--- src/rtl/clk_div_pkg.sv ---
// clk_div_pkg: shared state type, minimum ratio and ratio clamp for the clk_div_switch divider.
package clk_div_pkg;
  typedef enum logic {IDLE = 1'b0, RUN = 1'b1} state_e;
  localparam int MIN_DIV = 2;
  function automatic logic [31:0] clamp_div(input logic [31:0] d);
    return (d < 32'(MIN_DIV)) ? 32'(MIN_DIV) : d;
  endfunction
endpackage

--- src/rtl/clk_div_switch_if.sv ---
// clk_div_switch_if: run/ratio control and status bundle for clk_div_switch.
interface clk_div_switch_if #(parameter int CNT_W = 8);
  logic en;
  logic div_req;
  logic [CNT_W-1:0] div_i;
  logic div_busy;
  logic div_ack;
  logic running;
  modport master (output en, div_req, div_i, input div_busy, div_ack, running);
  modport slave (input en, div_req, div_i, output div_busy, div_ack, running);
endinterface

--- src/rtl/clk_div_oddext.sv ---
// clk_div_oddext: stretches odd-ratio high phases by half a source period using a negedge copy.
module clk_div_oddext (
  input  logic clk,
  input  logic rst,
  input  logic clk_i,
  input  logic odd_i,
  output logic clk_o
);
  logic neg_q;
  always_ff @(negedge clk or posedge rst)
    if (rst) neg_q <= 1'b0;
    else neg_q <= clk_i;
  assign clk_o = clk_i | (odd_i & neg_q);
endmodule

--- src/rtl/clk_div_switch.sv ---
// clk_div_switch: glitch-free programmable divider; ratio and enable changes land on period boundaries.
// Define CLK_DIV_ODD_DUTY_EN for 50% duty on odd ratios via clk_div_oddext.
module clk_div_switch
  import clk_div_pkg::*;
#(
  parameter int CNT_W = 8,
  parameter int RST_DIV = 2
) (
  input  logic clk,
  input  logic rst,
  clk_div_switch_if.slave ctrl,
  output logic clk_o
);
  localparam logic ST_IDLE = IDLE;
  localparam logic ST_RUN = RUN;
  localparam logic [CNT_W-1:0] ONE = CNT_W'(1);
  logic state_q, state_d;
  logic [CNT_W-1:0] cnt_q, cnt_d, div_q, div_d, pend_q, pend_d;
  logic busy_q, busy_d, ack_q, clk_q, clk_d;
  logic bnd, acc, apply;
  always_comb begin
    bnd = (state_q == ST_IDLE) || (cnt_q == div_q - ONE);
    acc = ctrl.div_req && !busy_q;
    apply = busy_q && bnd;
    pend_d = acc ? CNT_W'(clamp_div(32'(ctrl.div_i))) : pend_q;
    busy_d = acc || (busy_q && !bnd);
    div_d = apply ? pend_q : div_q;
    state_d = bnd ? (ctrl.en ? ST_RUN : ST_IDLE) : state_q;
    cnt_d = (state_d == ST_IDLE || bnd) ? '0 : cnt_q + ONE;
    // high phase first: the first floor(D/2) counts of each period
    clk_d = (state_d == ST_RUN) && (cnt_d < (div_d >> 1));
  end
  always_ff @(posedge clk or posedge rst)
    if (rst) begin
      state_q <= ST_IDLE;
      cnt_q <= '0;
      div_q <= CNT_W'(RST_DIV);
      pend_q <= '0;
      busy_q <= 1'b0;
      ack_q <= 1'b0;
      clk_q <= 1'b0;
    end else begin
      state_q <= state_d;
      cnt_q <= cnt_d;
      div_q <= div_d;
      pend_q <= pend_d;
      busy_q <= busy_d;
      ack_q <= apply;
      clk_q <= clk_d;
    end
  assign ctrl.div_busy = busy_q;
  assign ctrl.div_ack = ack_q;
  assign ctrl.running = (state_q == ST_RUN);
`ifdef CLK_DIV_ODD_DUTY_EN
  clk_div_oddext u_oddext (.clk(clk), .rst(rst), .clk_i(clk_q), .odd_i(div_q[0]), .clk_o(clk_o));
`else
  assign clk_o = clk_q;
`endif
endmodule

--- src/flat_wrapper.sv ---
// flat-port wrapper written by rule: the top's interface ports become plain ports
module clk_div_switch_flat import clk_div_pkg::*;
#(
  parameter int CNT_W = 8,
  parameter int RST_DIV = 2
)
  (clk, rst, clk_o, ctrl_en, ctrl_div_req, ctrl_div_i, ctrl_div_busy, ctrl_div_ack, ctrl_running);
  clk_div_switch_if #(.CNT_W(CNT_W)) ctrl_i ();
  input  logic clk;
  input  logic rst;
  output logic clk_o;
  input wire logic [$bits(ctrl_i.en)-1:0] ctrl_en;
  input wire logic [$bits(ctrl_i.div_req)-1:0] ctrl_div_req;
  input wire logic [$bits(ctrl_i.div_i)-1:0] ctrl_div_i;
  output wire logic [$bits(ctrl_i.div_busy)-1:0] ctrl_div_busy;
  output wire logic [$bits(ctrl_i.div_ack)-1:0] ctrl_div_ack;
  output wire logic [$bits(ctrl_i.running)-1:0] ctrl_running;
  assign ctrl_i.en = ctrl_en;
  assign ctrl_i.div_req = ctrl_div_req;
  assign ctrl_i.div_i = ctrl_div_i;
  assign ctrl_div_busy = ctrl_i.div_busy;
  assign ctrl_div_ack = ctrl_i.div_ack;
  assign ctrl_running = ctrl_i.running;
  clk_div_switch #(.CNT_W(CNT_W), .RST_DIV(RST_DIV)) u_core (.clk(clk), .rst(rst), .ctrl(ctrl_i), .clk_o(clk_o));
endmodule
--- config.mk ---
export PLATFORM = sky130hd
export DESIGN_NAME = clk_div_switch_flat
export DESIGN_NICKNAME = d
export VERILOG_FILES = /design/src/rtl/clk_div_pkg.sv /design/src/rtl/clk_div_switch_if.sv /design/src/rtl/clk_div_oddext.sv /design/src/rtl/clk_div_switch.sv /design/src/flat_wrapper.sv
export SDC_FILE = /design/constraint.sdc
export NUM_CORES = 1
export LEC_CHECK = 0
export CORE_ASPECT_RATIO = 2
export CORE_MARGIN = 3
export CORE_UTILIZATION = 40
export CTS_CLUSTER_DIAMETER = 40
export DETAILED_ROUTE_END_ITERATION = 7
export SLEW_MARGIN = 40
export SYNTH_ARGS = -nofsm -noshare
export SYNTH_HDL_FRONTEND = slang
export SYNTH_HIERARCHICAL = 1
export SYNTH_SLANG_ARGS = --single-unit
--- constraint.sdc ---
create_clock -name clk -period 4.35 [get_ports clk]
set_input_delay 1.305 -clock clk [delete_from_list [all_inputs] [get_ports clk]]
set_output_delay 1.305 -clock clk [all_outputs]
set_load 0.02 [all_outputs]
==> results.cfg, run 1 <==
[routing]
avgRoutedWirePerCell_microns = 15.00
vias_per_cell = 5.298
vias = 1139
drtIter0Drc = 26
routed_wl_mm = 3.224
drc = 0
drt_pass1_iterations = 4
ant_nets = 0

[global_routing]
antenna_found_initial = 0
grt_max_degree = 29
grt-ovfl-total = 0
grt_usage_pct = 16.02
grt_pass1_vias = 1212
grt_first_pass_wirelength_mm = 5.533

[cts]
cts_tree = built
clk_pin_slew_ns = 0.09
htreeDepth = 1
clock-sinks = 28
worstSkewPairLatency_ns = 0.28
clockRootBuffer = clkbuf_8
cts_hold_buffers = 0
cts_resized = 0
clockBufferDepth = 2
cts_setup_buffers = 0
cts_inserted_buffers = 3

[logic_synthesis]
synth_top_area_share_pct = 44.55
synthFlopType = dfrtp_1
ys_warn_count = 6
synth_area_sq_um = 1516
synth_area_leaders = dfrtp_1 45%, ha_1 6.6%, xnor2_1 5.8%
yosys.area.top_type = dfrtp_1
synthCells = 149
synth_area_per_cell_sq_um = 10.18
synth_async_sr_flop_share_pct = 100.0
ys_seq_elements = 28
synth_edf_count = 0
ys_types = 39
synth_nets = 169
ys_seq_area_share_pct = 46.29

[finish]
layout_common_cells = 27 x dfrtp_1, 23 x nand2_1, 15 x clkdlybuf4s50_1
final_cells = 215
drive_above_1_share_pct = 9.036
layout.nets = 187
layout.cells.most_common = dfrtp_1
diodes = 0
synthToLayoutAreaGrowth_pct = 17.08

[floorplanning]
start_util_pct = 41.59
core_area_sq_um = 3646
die_h_microns = 93.08
die_x_microns = 49.54
ioPinCount = 16
design.die.area_sq_um = 4611
rows = 31

[power_and_ir_drop]
powerDensity_nw_per_um2 = 809.0
p_leak_uw = 0.0008705
ir_drop_uv = 344.3

[outcome]
status = finished, final reports clean

[sta]
rsz0062_at_grt = no
skew_ns = 0.004621
period_minus_slack_ns = 3.733
setup_tns_ns = 0
timing.fmax_ghz = 0.2679
worst_slew_pin_slew_ns = 0.5782
slew_violations = 0
slew_headroom_pct = 61.40
hold_violations = 0
setup-violations-final = 0
fin_crit_sh_pct = 85.83

[hold_path]
hold_end = u_core/pend_q[3]$_DFFE_PP0P_
hp-start = u_core/pend_q[3]$_DFFE_PP0P_
hold_depth = 2
hp-class = register to register

[worst_setup_path]
critPathKind = register to register
cp_max_fo = 10
r2r_cells = 10
r2r-end = u_core/clk_o$_DFF_PP0_
cp-end-kind = register
cp_common_cell = a211o_1
slowest_stage = or4_1
required_ns = 4.54
r2r_setup_slack_ns = 0.62
path_cells = or4_1, or3_1, a211o_1, a2111oi_4, o21ai_4, mux2i_1, ha_1, a21o_1, a211o_1, o31ai_1
reg2reg_from = u_core/div_q[0]$_DFFE_PP0N_
cpPeakStageDelay_ns = 0.55
crit_arrival_ns = 3.92
worst_setup_path_start_kind = register

[place]
gp_congestion = 0.8238
place_hpwl_mm = 2.642
portBuffers = 15
dp_cells = 211

[job]
cap_violations = 0
==> cell usage after synthesis, drive strengths merged, types with 2 or more instances <==
cell type and n:
o211ai 2, nand2 23, a21o 3, xnor2 10, nor2 9, and3 3
nor4 2, mux2 2, o21ai 2, ha 8, clkbuf 2, a21oi 4
xor2 6, mux2i 5, a32oi 2, or3 2, a211o 2, inv 14
dfrtp 27, nand3 6, nor3 2
==> worst max-delay path by stage <==
stage | end | slack (ns) | start
3_3_place_gp | u_core/clk_o$_DFF_PP0_ | 0.68 | u_core/div_q[0]$_DFFE_PP0N_
5_1_grt | u_core/clk_o$_DFF_PP0_ | 0.46 | u_core/div_q[0]$_DFFE_PP0N_
6_report | u_core/clk_o$_DFF_PP0_ | 0.62 | u_core/div_q[0]$_DFFE_PP0N_
3_5_place_dp | u_core/clk_o$_DFF_PP0_ | 0.63 | u_core/div_q[0]$_DFFE_PP0N_
2_1_floorplan | u_core/clk_o$_DFF_PP0_ | 1.00 | u_core/div_q[0]$_DFFE_PP0N_
4_1_cts | u_core/clk_o$_DFF_PP0_ | 0.60 | u_core/div_q[0]$_DFFE_PP0N_
==> flip-flops by register name (all words and copies together), names as in the netlist <==
name                  flops
u_core/pend_q             8
u_core/ctrl.div_busy      1
u_core/div_q              8
u_core/ctrl.running       1
u_core/clk_o              1
u_core/cnt_q              8
u_core/ctrl.div_ack       1
==> final cells by class <==
cell class | instances | area [sq um]
Timing Repair Buffer | 15 | 150.1
Multi-Input combinational cell | 105 | 754.5
Clock buffer | 4 | 55.05
Inverter | 14 | 52.55
Tap cell | 49 | 61.31
Fill cell | 369 | 1871
Sequential cell | 28 | 701.9
==> report_power, final <==
group          leakage, uW  total, uW  internal [uW]  switching (uW)
combinational     0.000500        763            360             403
clock            0.0000288        162           81.2            80.7
sequential        0.000342        511            382             130
==> worst max-delay path, delay by kind of cell (launching register included) <==
| kind | cells | cell delay, ns |
|---|---|---|
| compound gates | 6 | 1.65 |
| fa+ha+maj | 1 | 0.31 |
| flops | 1 | 0.43 |
| mux | 1 | 0.34 |
| simple gates | 2 | 0.89 |
==> per-layer routing <==
layer | track usage (%) | wire (microns)
met1 | 15.53 | 1134
met2 | 30.64 | 1888
met3 | 1.595 | 66
met4 | 10.39 | 135
met5 | 0 | 0
==> logic make-up (layout without fill, tap and decap cells) <==
group | count (synthesis) | count (layout) | share of synthesized area, %
compound gates | 21 | 21 | 12.71
xor+xnor | 16 | 16 | 9.241
fa+ha+maj | 8 | 8 | 6.601
buf+inv | 16 | 33 | 3.961
flops | 28 | 28 | 46.29
mux | 7 | 7 | 5.033
simple gates | 53 | 53 | 16.17
==> stage by stage <==
step	setup slack [ns]	hold WS [ns]	instance area (sq um)	utilization [%]	power (uW)
6_report	0.6166	0.4893	1775	48.70	1436
5_1_grt	0.4644	0.5219	1775	48.70	1575
4_1_cts	0.6022	0.4919	1775	48.70	1455
3_5_place_dp	0.6330	0.4692	1720	47.19	1289
3_3_place_gp	0.6847	0.4625	1720	47.19	1269
2_1_floorplan	1.003	0.4450	1516	-	1085
Note: power is estimated with default switching activity, not from simulation.
==> inputs of run 2 (changes only) <==
CTS_CLUSTER_SIZE = 24   (was default)
HOLD_SLACK_MARGIN = 0.02   (was default)
==> results of run 2 <==
No change in the layout: final DEF, timing and power equal those of run 1.
==> inputs of run 3 (changes only) <==
GPL_ROUTABILITY_DRIVEN = 1   (was default)
==> results of run 3 <==
No change in the layout: final DEF, timing and power equal those of run 1.
